`src/rtl/decode_pipe.sv`:
```
// decode_pipe: RV32I decode stage with an owned register file and a registered
// D/E boundary.
//   clk, rst_n                 clock, asynchronous active-low reset
//   valid_d, instr_d, pc_d     instruction from fetch
//   we_w, rd_w, wd_w           register-file write port from writeback
//   flush_e, hold_e            kill / freeze the E register
//   stall_d                    fetch must hold this cycle (combinational)
//   a0_d                       committed contents of x10 (combinational)
//   *_e                        registered control, operands and indices for E
module decode_pipe #(
  parameter int XLEN  = 32,
  parameter int NREGS = 32
) (
  input  logic            clk,
  input  logic            rst_n,
  input  logic            valid_d,
  input  logic [31:0]     instr_d,
  input  logic [XLEN-1:0] pc_d,
  input  logic            we_w,
  input  logic [4:0]      rd_w,
  input  logic [XLEN-1:0] wd_w,
  input  logic            flush_e,
  input  logic            hold_e,
  output logic            stall_d,
  output logic [XLEN-1:0] a0_d,
  output logic            valid_e,
  output logic            illegal_e,
  output logic            regwrite_e,
  output logic            memwrite_e,
  output logic            alusrc_e,
  output logic            branch_e,
  output logic            jump_e,
  output logic            jalr_e,
  output logic            auipc_e,
  output logic [1:0]      resultsrc_e,
  output logic [3:0]      aluctrl_e,
  output logic [2:0]      funct3_e,
  output logic [XLEN-1:0] imm_e,
  output logic [XLEN-1:0] rd1_e,
  output logic [XLEN-1:0] rd2_e,
  output logic [XLEN-1:0] pc_e,
  output logic [XLEN-1:0] pcplus4_e,
  output logic [4:0]      rs1_e,
  output logic [4:0]      rs2_e,
  output logic [4:0]      rd_e
);
  localparam int RA = $clog2(NREGS);

  localparam logic [6:0] OP_R     = 7'b0110011;
  localparam logic [6:0] OP_I     = 7'b0010011;
  localparam logic [6:0] OP_LD    = 7'b0000011;
  localparam logic [6:0] OP_ST    = 7'b0100011;
  localparam logic [6:0] OP_BR    = 7'b1100011;
  localparam logic [6:0] OP_JAL   = 7'b1101111;
  localparam logic [6:0] OP_JALR  = 7'b1100111;
  localparam logic [6:0] OP_LUI   = 7'b0110111;
  localparam logic [6:0] OP_AUIPC = 7'b0010111;

  localparam logic [3:0] ALU_ADD = 4'd0, ALU_SUB = 4'd1, ALU_SLL = 4'd2,
                         ALU_SLT = 4'd3, ALU_SLTU = 4'd4, ALU_XOR = 4'd5,
                         ALU_SRL = 4'd6, ALU_SRA = 4'd7, ALU_OR = 4'd8,
                         ALU_AND = 4'd9, ALU_PASSB = 4'd10;

  typedef struct packed {
    logic            valid;
    logic            illegal;
    logic            regwrite;
    logic            memwrite;
    logic            alusrc;
    logic            branch;
    logic            jump;
    logic            jalr;
    logic            auipc;
    logic [1:0]      resultsrc;
    logic [3:0]      aluctrl;
    logic [2:0]      funct3;
    logic [XLEN-1:0] imm;
    logic [XLEN-1:0] rd1;
    logic [XLEN-1:0] rd2;
    logic [XLEN-1:0] pc;
    logic [XLEN-1:0] pcplus4;
    logic [4:0]      rs1;
    logic [4:0]      rs2;
    logic [4:0]      rd;
  } e_bundle_t;

  function automatic logic idx_ok(input logic [4:0] idx);
    return 32'(idx) < NREGS;
  endfunction

  function automatic logic [XLEN-1:0] sext(input logic [31:0] v);
    return XLEN'($signed(v));
  endfunction

  // alt is funct7[5]/instr[30]; it only means SUB for register-register ops.
  function automatic logic [3:0] alu_f3(input logic [2:0] f3, input logic alt,
                                        input logic sub_ok);
    case (f3)
      3'b000:  return (alt && sub_ok) ? ALU_SUB : ALU_ADD;
      3'b001:  return ALU_SLL;
      3'b010:  return ALU_SLT;
      3'b011:  return ALU_SLTU;
      3'b100:  return ALU_XOR;
      3'b101:  return alt ? ALU_SRA : ALU_SRL;
      3'b110:  return ALU_OR;
      default: return ALU_AND;
    endcase
  endfunction

  // ---------------- register file ----------------
  logic [XLEN-1:0] rf_q [NREGS];
  logic [XLEN-1:0] rf_d [NREGS];

  always_comb begin
    rf_d = rf_q;
    if (we_w && rd_w != 5'd0 && idx_ok(rd_w)) rf_d[rd_w[RA-1:0]] = wd_w;
  end

  always_ff @(posedge clk or negedge rst_n) begin
    if (!rst_n) begin
      for (int i = 0; i < NREGS; i++) rf_q[i] <= '0;
    end else begin
      rf_q <= rf_d;
    end
  end

  // Write-first: a same-cycle write to the read index wins over the array.
  function automatic logic [XLEN-1:0] rf_read(input logic [4:0] idx);
    if (idx == 5'd0 || !idx_ok(idx)) return '0;
    if (we_w && rd_w == idx) return wd_w;
    return rf_q[idx[RA-1:0]];
  endfunction

  assign a0_d = rf_q[10];

  // ---------------- decode ----------------
  e_bundle_t dec, e_q, e_d;
  logic        use_rs1, use_rs2, use_rd, legal_op, hazard;
  logic [31:0] imm_i, imm_s, imm_b, imm_u, imm_j;

  always_comb begin
    imm_i = {{20{instr_d[31]}}, instr_d[31:20]};
    imm_s = {{20{instr_d[31]}}, instr_d[31:25], instr_d[11:7]};
    imm_b = {{19{instr_d[31]}}, instr_d[31], instr_d[7], instr_d[30:25],
             instr_d[11:8], 1'b0};
    imm_u = {instr_d[31:12], 12'b0};
    imm_j = {{11{instr_d[31]}}, instr_d[31], instr_d[19:12], instr_d[20],
             instr_d[30:21], 1'b0};

    dec         = '0;
    dec.valid   = valid_d;
    dec.funct3  = instr_d[14:12];
    dec.rs1     = instr_d[19:15];
    dec.rs2     = instr_d[24:20];
    dec.rd      = instr_d[11:7];
    dec.rd1     = rf_read(instr_d[19:15]);
    dec.rd2     = rf_read(instr_d[24:20]);
    dec.pc      = pc_d;
    dec.pcplus4 = pc_d + XLEN'(4);
    dec.aluctrl = ALU_ADD;
    use_rs1  = 1'b0;
    use_rs2  = 1'b0;
    use_rd   = 1'b0;
    legal_op = 1'b1;

    case (instr_d[6:0])
      OP_R: begin
        dec.regwrite = 1'b1;
        dec.aluctrl  = alu_f3(instr_d[14:12], instr_d[30], 1'b1);
        use_rs1 = 1'b1; use_rs2 = 1'b1; use_rd = 1'b1;
      end
      OP_I: begin
        dec.regwrite = 1'b1; dec.alusrc = 1'b1; dec.imm = sext(imm_i);
        dec.aluctrl  = alu_f3(instr_d[14:12], instr_d[30], 1'b0);
        use_rs1 = 1'b1; use_rd = 1'b1;
      end
      OP_LD: begin
        dec.regwrite = 1'b1; dec.alusrc = 1'b1; dec.resultsrc = 2'b01;
        dec.imm = sext(imm_i);
        use_rs1 = 1'b1; use_rd = 1'b1;
      end
      OP_ST: begin
        dec.memwrite = 1'b1; dec.alusrc = 1'b1; dec.imm = sext(imm_s);
        use_rs1 = 1'b1; use_rs2 = 1'b1;
      end
      OP_BR: begin
        dec.branch = 1'b1; dec.aluctrl = ALU_SUB; dec.imm = sext(imm_b);
        use_rs1 = 1'b1; use_rs2 = 1'b1;
      end
      OP_JAL: begin
        dec.regwrite = 1'b1; dec.jump = 1'b1; dec.resultsrc = 2'b10;
        dec.imm = sext(imm_j);
        use_rd = 1'b1;
      end
      OP_JALR: begin
        dec.regwrite = 1'b1; dec.jalr = 1'b1; dec.resultsrc = 2'b10;
        dec.alusrc = 1'b1; dec.imm = sext(imm_i);
        use_rs1 = 1'b1; use_rd = 1'b1;
      end
      OP_LUI: begin
        dec.regwrite = 1'b1; dec.alusrc = 1'b1; dec.aluctrl = ALU_PASSB;
        dec.imm = sext(imm_u);
        use_rd = 1'b1;
      end
      OP_AUIPC: begin
        dec.regwrite = 1'b1; dec.auipc = 1'b1; dec.alusrc = 1'b1;
        dec.imm = sext(imm_u);
        use_rd = 1'b1;
      end
      default: legal_op = 1'b0;
    endcase

    // Illegal ops keep valid but must have no architectural side effects;
    // resultsrc is cleared too so an illegal "load" never raises a hazard.
    if (!legal_op || (use_rs1 && !idx_ok(dec.rs1)) ||
        (use_rs2 && !idx_ok(dec.rs2)) || (use_rd && !idx_ok(dec.rd))) begin
      dec.illegal   = 1'b1;
      dec.regwrite  = 1'b0;
      dec.memwrite  = 1'b0;
      dec.branch    = 1'b0;
      dec.jump      = 1'b0;
      dec.jalr      = 1'b0;
      dec.auipc     = 1'b0;
      dec.resultsrc = 2'b00;
    end

    hazard = valid_d && e_q.valid && e_q.resultsrc == 2'b01 && e_q.rd != 5'd0 &&
             ((use_rs1 && dec.rs1 == e_q.rd) || (use_rs2 && dec.rs2 == e_q.rd));

    if (flush_e)     e_d = '0;
    else if (hold_e) e_d = e_q;
    else if (hazard) e_d = '0;
    else             e_d = dec;
  end

  always_ff @(posedge clk or negedge rst_n) begin
    if (!rst_n) e_q <= '0;
    else        e_q <= e_d;
  end

  // Gated with rst_n so fetch never sees a stall while held in reset.
  assign stall_d = rst_n & (hazard | hold_e) & ~flush_e;

  assign valid_e     = e_q.valid;
  assign illegal_e   = e_q.illegal;
  assign regwrite_e  = e_q.regwrite;
  assign memwrite_e  = e_q.memwrite;
  assign alusrc_e    = e_q.alusrc;
  assign branch_e    = e_q.branch;
  assign jump_e      = e_q.jump;
  assign jalr_e      = e_q.jalr;
  assign auipc_e     = e_q.auipc;
  assign resultsrc_e = e_q.resultsrc;
  assign aluctrl_e   = e_q.aluctrl;
  assign funct3_e    = e_q.funct3;
  assign imm_e       = e_q.imm;
  assign rd1_e       = e_q.rd1;
  assign rd2_e       = e_q.rd2;
  assign pc_e        = e_q.pc;
  assign pcplus4_e   = e_q.pcplus4;
  assign rs1_e       = e_q.rs1;
  assign rs2_e       = e_q.rs2;
  assign rd_e        = e_q.rd;
endmodule

```
`config.mk`:
```
export PLATFORM = sky130hd
export DESIGN_NAME = decode_pipe
export DESIGN_NICKNAME = d
export VERILOG_FILES = /design/src/rtl/decode_pipe.sv
export SDC_FILE = /design/constraint.sdc
export NUM_CORES = 2
export LEC_CHECK = 0
export BUFFER_PORTS_ARGS = -buffer_cell sky130_fd_sc_hd__buf_2
export CAP_MARGIN = 20
export CORE_UTILIZATION = 50
export DETAILED_ROUTE_END_ITERATION = 8
export PLACE_DENSITY_LB_ADDON = 0.12
export SYNTH_ARGS = -nofsm -noshare
export SYNTH_HDL_FRONTEND = slang
export SYNTH_SLANG_ARGS = --single-unit
export TNS_END_PERCENT = 10
```
`constraint.sdc`:
```
create_clock -name clk -period 2.45 [get_ports clk]
set_input_delay 0.49 -clock clk [delete_from_list [all_inputs] [get_ports clk]]
set_output_delay 0.49 -clock clk [all_outputs]
set_load 0.01 [all_outputs]
```
==> flow_metrics.tcl <==
set metrics [dict create \
    outcome "finished with violations" \
    violations "negative setup slack" \
    nFillCells 9487 \
    drt_iter0_markers 4586 \
    whs_ns 0.04743 \
    final_cell_area_sq_um 74920 \
    crit_type "flip-flop to primary output" \
    synth_top_cells_by_area "dfrtp_1 49%, mux2_2 18%, mux4_2 14%" \
    regArea_sq_um 30410 \
    cts_tree "done" \
    vias 44270 \
    tightest_slew_ns 0.8742 \
    fp.coreArea_sq_um 122500 \
    synth-seq-cells 1215 \
    die_area_sq_um 125600 \
    synth_top_area_share 0.4896 \
    crit_path_frequent_cell "buf_6" \
    switching_share 0.2756 \
    first_global_vias 44410 \
    synth-seq-area-share 0.4896 \
    cp.required_ns 1.96 \
    async_flop_share 1.000 \
    drt-wirelength-per-cell_microns 32.84 \
    p_leak_uw 0.03357 \
    initial_utilization 0.5069 \
    drc_errors 0 \
    fin_nets 4965 \
    placementRows 128 \
    synth_top_area_cell "dfrtp_1" \
    cts_buffer_depth 3 \
    io_pins 333 \
    max_freq_ghz 0.3405 \
    synthesis.nets 4450 \
    start_kind "flip-flop" \
    slew_headroom 0.4172 \
    ys_types 65 \
    crit_buf_inv 2 \
    grt_pass1_wl_microns 316800 \
    die_x_microns 354.4 \
    numCtsBuffers 139 \
    crit_fanout 2 \
    crit_family "simple AND/OR/NAND/NOR gates" \
    drive_gt1_frac 0.5074 \
    place.gp.congestion 0.8763 \
    setup_viol 45 \
    dieHeight_microns 354.4 \
    dpl.hpwl_microns 139900 \
    peakVddDrop_v 0.0007157 \
    p_clk_frac 0.366 \
    area_growth_pct 20.63 \
    slowest_delay_ns 0.51 \
    grt.overflow.total 0 \
    worstPathCellList "buf_6 -> or4_4 -> o21ai_4 -> a21oi_4 -> o211a_1 -> buf_6" \
    io_buffer_count 332 \
    power_frac_seq 0.445 \
    ys_warn_count 0 \
    grt_util_all_layers 0.3461 \
    htree_levels 4 \
    p_per_area_nw_per_um2 782.1 \
    worstSkewPairLatency_ns 0.81 \
    min_period_over_period 1.199 \
    hold_viol 0 \
    clk_pin_slew_worst_paths_ns 0.06 \
    critical_path_arrival_ns 2.45 \
    synth_edf_count 0 \
    avgSynthCellArea_sq_um 14.30 \
    combPwrFrac 0.189 \
    grt_start_max_net_pins 140 \
    most-common-layout-cells "1,214 x dfrtp_1, 985 x mux2_2, 384 x mux4_2" \
    dr.pass1.iters 8 \
    dp_slack_ns -0.5299 \
    ant_nets 0 \
    dpl_cell_area_sq_um 69570 \
    synth-main-ff-cell "dfrtp_1" \
    rsz0062_at_grt "true" \
    postLayoutSetupSlackWorst_ns -0.4864 \
    slew_violations 0 \
    cp-end-kind "primary output" \
    antenna_found_initial 11 \
    setup_tns_ns -2.913 \
    max_cap_viol_count 0 \
    cts_sinks 1215 \
    p_int_uw 42440 \
    cp_slowest_cell "or4_4" \
    hp-class "input port to flip-flop" \
    p_sw_uw 16150 \
    cts_root_buffer "clkbuf_16" \
    routed_via_density 6.707 \
    clock_skew_ns 0.02681 \
    fin_crit_ns 2.936 \
    final_common_cell "dfrtp_1" \
    synthCells 4342 \
    syn_area_sq_um 62100 \
    routed_wl_microns 216800 \
    multi_input_area_sq_um 29710 \
]
==> metrics by stage <==
stage               total power, uW  utilization  cells
finish                        58590       0.6115   6601
global placement              36780       0.5679   6288
CTS                           58660       0.6105   6592
global route                  60740       0.6114   6598
floorplan                     33110            -   4342
detailed placement            37210       0.5679   6288
==> power groups by stage <==
stage	clock network, uW	logic, uW	registers [uW]
2_1_floorplan	0	7660	25500
3_3_place_gp	0	10700	26100
3_5_place_dp	0	10900	26300
4_1_cts	21700	11000	26000
5_1_grt	22500	11800	26500
6_report	21400	11100	26100
==> sequential cells by signal, summed over array words and instances, names as in the netlist, 2 cells and up <==
name,flops
imm_e,32
rf_q,992
a0_d,32
pc_e,32
rs1_e,5
aluctrl_e,4
rd1_e,32
rs2_e,5
resultsrc_e,2
rd_e,5
funct3_e,3
rd2_e,32
pcplus4_e,30
==> cell families (layout without fill, tap and decap cells) <==
group	after synthesis	count (layout)	synth area share
and+or+nand+nor	226	226	0.01761
adders and majority gates	1	1	0.0002014
xor gates and xnor gates	48	48	0.006769
DFF	1215	1215	0.4896
AOI/OAI and AO/OA	693	693	0.08689
buffers and inverters	524	1150	0.03808
other	0	8	0
muxes	1635	1635	0.3609
==> worst paths after layout <==
kind | slack (ns) | cells after the start | startpoint | endpoint
max in group asynchronous | 0.97 | 3 | rst_n | pc_e[12]$_DFFE_PN0P_
max reg2reg | -0.12 | 11 | rd_e[4]$_DFFE_PN0P_ | rd2_e[31]$_DFFE_PN0P_
min reg2reg | 0.40 | 0 | rf_q[1020]$_DFFE_PN0P_ | rf_q[1020]$_DFFE_PN0P_
min | 0.05 | 2 | pc_d[12] | pc_e[12]$_DFFE_PN0P_
min in group asynchronous | 0.28 | 2 | rst_n | rf_q[214]$_DFFE_PN0P_
max | -0.49 | 6 | rd_e[4]$_DFFE_PN0P_ | stall_d
==> routing by layer <==
metal	share of wire	routed length, microns	vias to the layer above	GRT usage
li1	-	-	17890	-
met1	0.42	90440	23780	0.4863
met2	0.47	100900	2161	0.5320
met3	0.083	17890	440	0.07481
met4	0.035	7512	4	0.1238
met5	0.00030	66	-	0.003019
==> cells in the mapped netlist, types with 3 or more instances <==
master     instances
o31ai_1            4
nor2_1            38
nand4_1            8
and3_1             7
buf_2            107
a21oi_1           46
buf_4             49
nor3b_1            4
nand2b_1           3
nor4_1             6
mux2i_1          259
mux2_2           985
mux2_1             7
nand3_1           16
xor2_1            36
o21ai_0           67
a221o_1           64
nor3_1             9
a211oi_1         151
and2_1             3
inv_1              6
nand3b_1           7
buf_6              9
dfrtp_1         1215
a2111oi_2         13
a22oi_1           70
a32o_1             9
xnor2_1           12
nor2b_1            5
mux4_2           384
clkbuf_1         287
nand2_1          105
a2111oi_0          8
a22o_1           119
o22ai_1           64
o221ai_1          63
buf_1             64
==> worst register-to-register path, cell delays in order, from the launching register on <==
cell and delay [ns]:
dfrtp_1 0.40, buf_4 0.15, xor2_1 0.15, buf_4 0.14
nor4_1 0.28, a22oi_1 0.12, buf_4 0.21, o211ai_4 0.24
buf_12 0.18, buf_16 0.20, a211oi_1 0.12, a221o_1 0.28
==> cell type report <==
type,instances,share of cell area
Antenna cell,8,0.0002672
Timing Repair Buffer,892,0.1074
Sequential cell,1215,0.4059
Inverter,6,0.0003006
Clock inverter,50,0.007933
Tap cell,1625,0.02714
Multi-Input combinational cell,2603,0.3966
Clock buffer,202,0.05443
==> repair_timing <==
action	CTS	global route
setup buffers	7	3
hold endpoints to repair	174	0
hold buffers	45	0
pin swaps	46	10
gates cloned	0	1
gates resized for setup	11	13
setup endpoints to repair	110	126
Note: power is estimated with default switching activity, not from simulation.
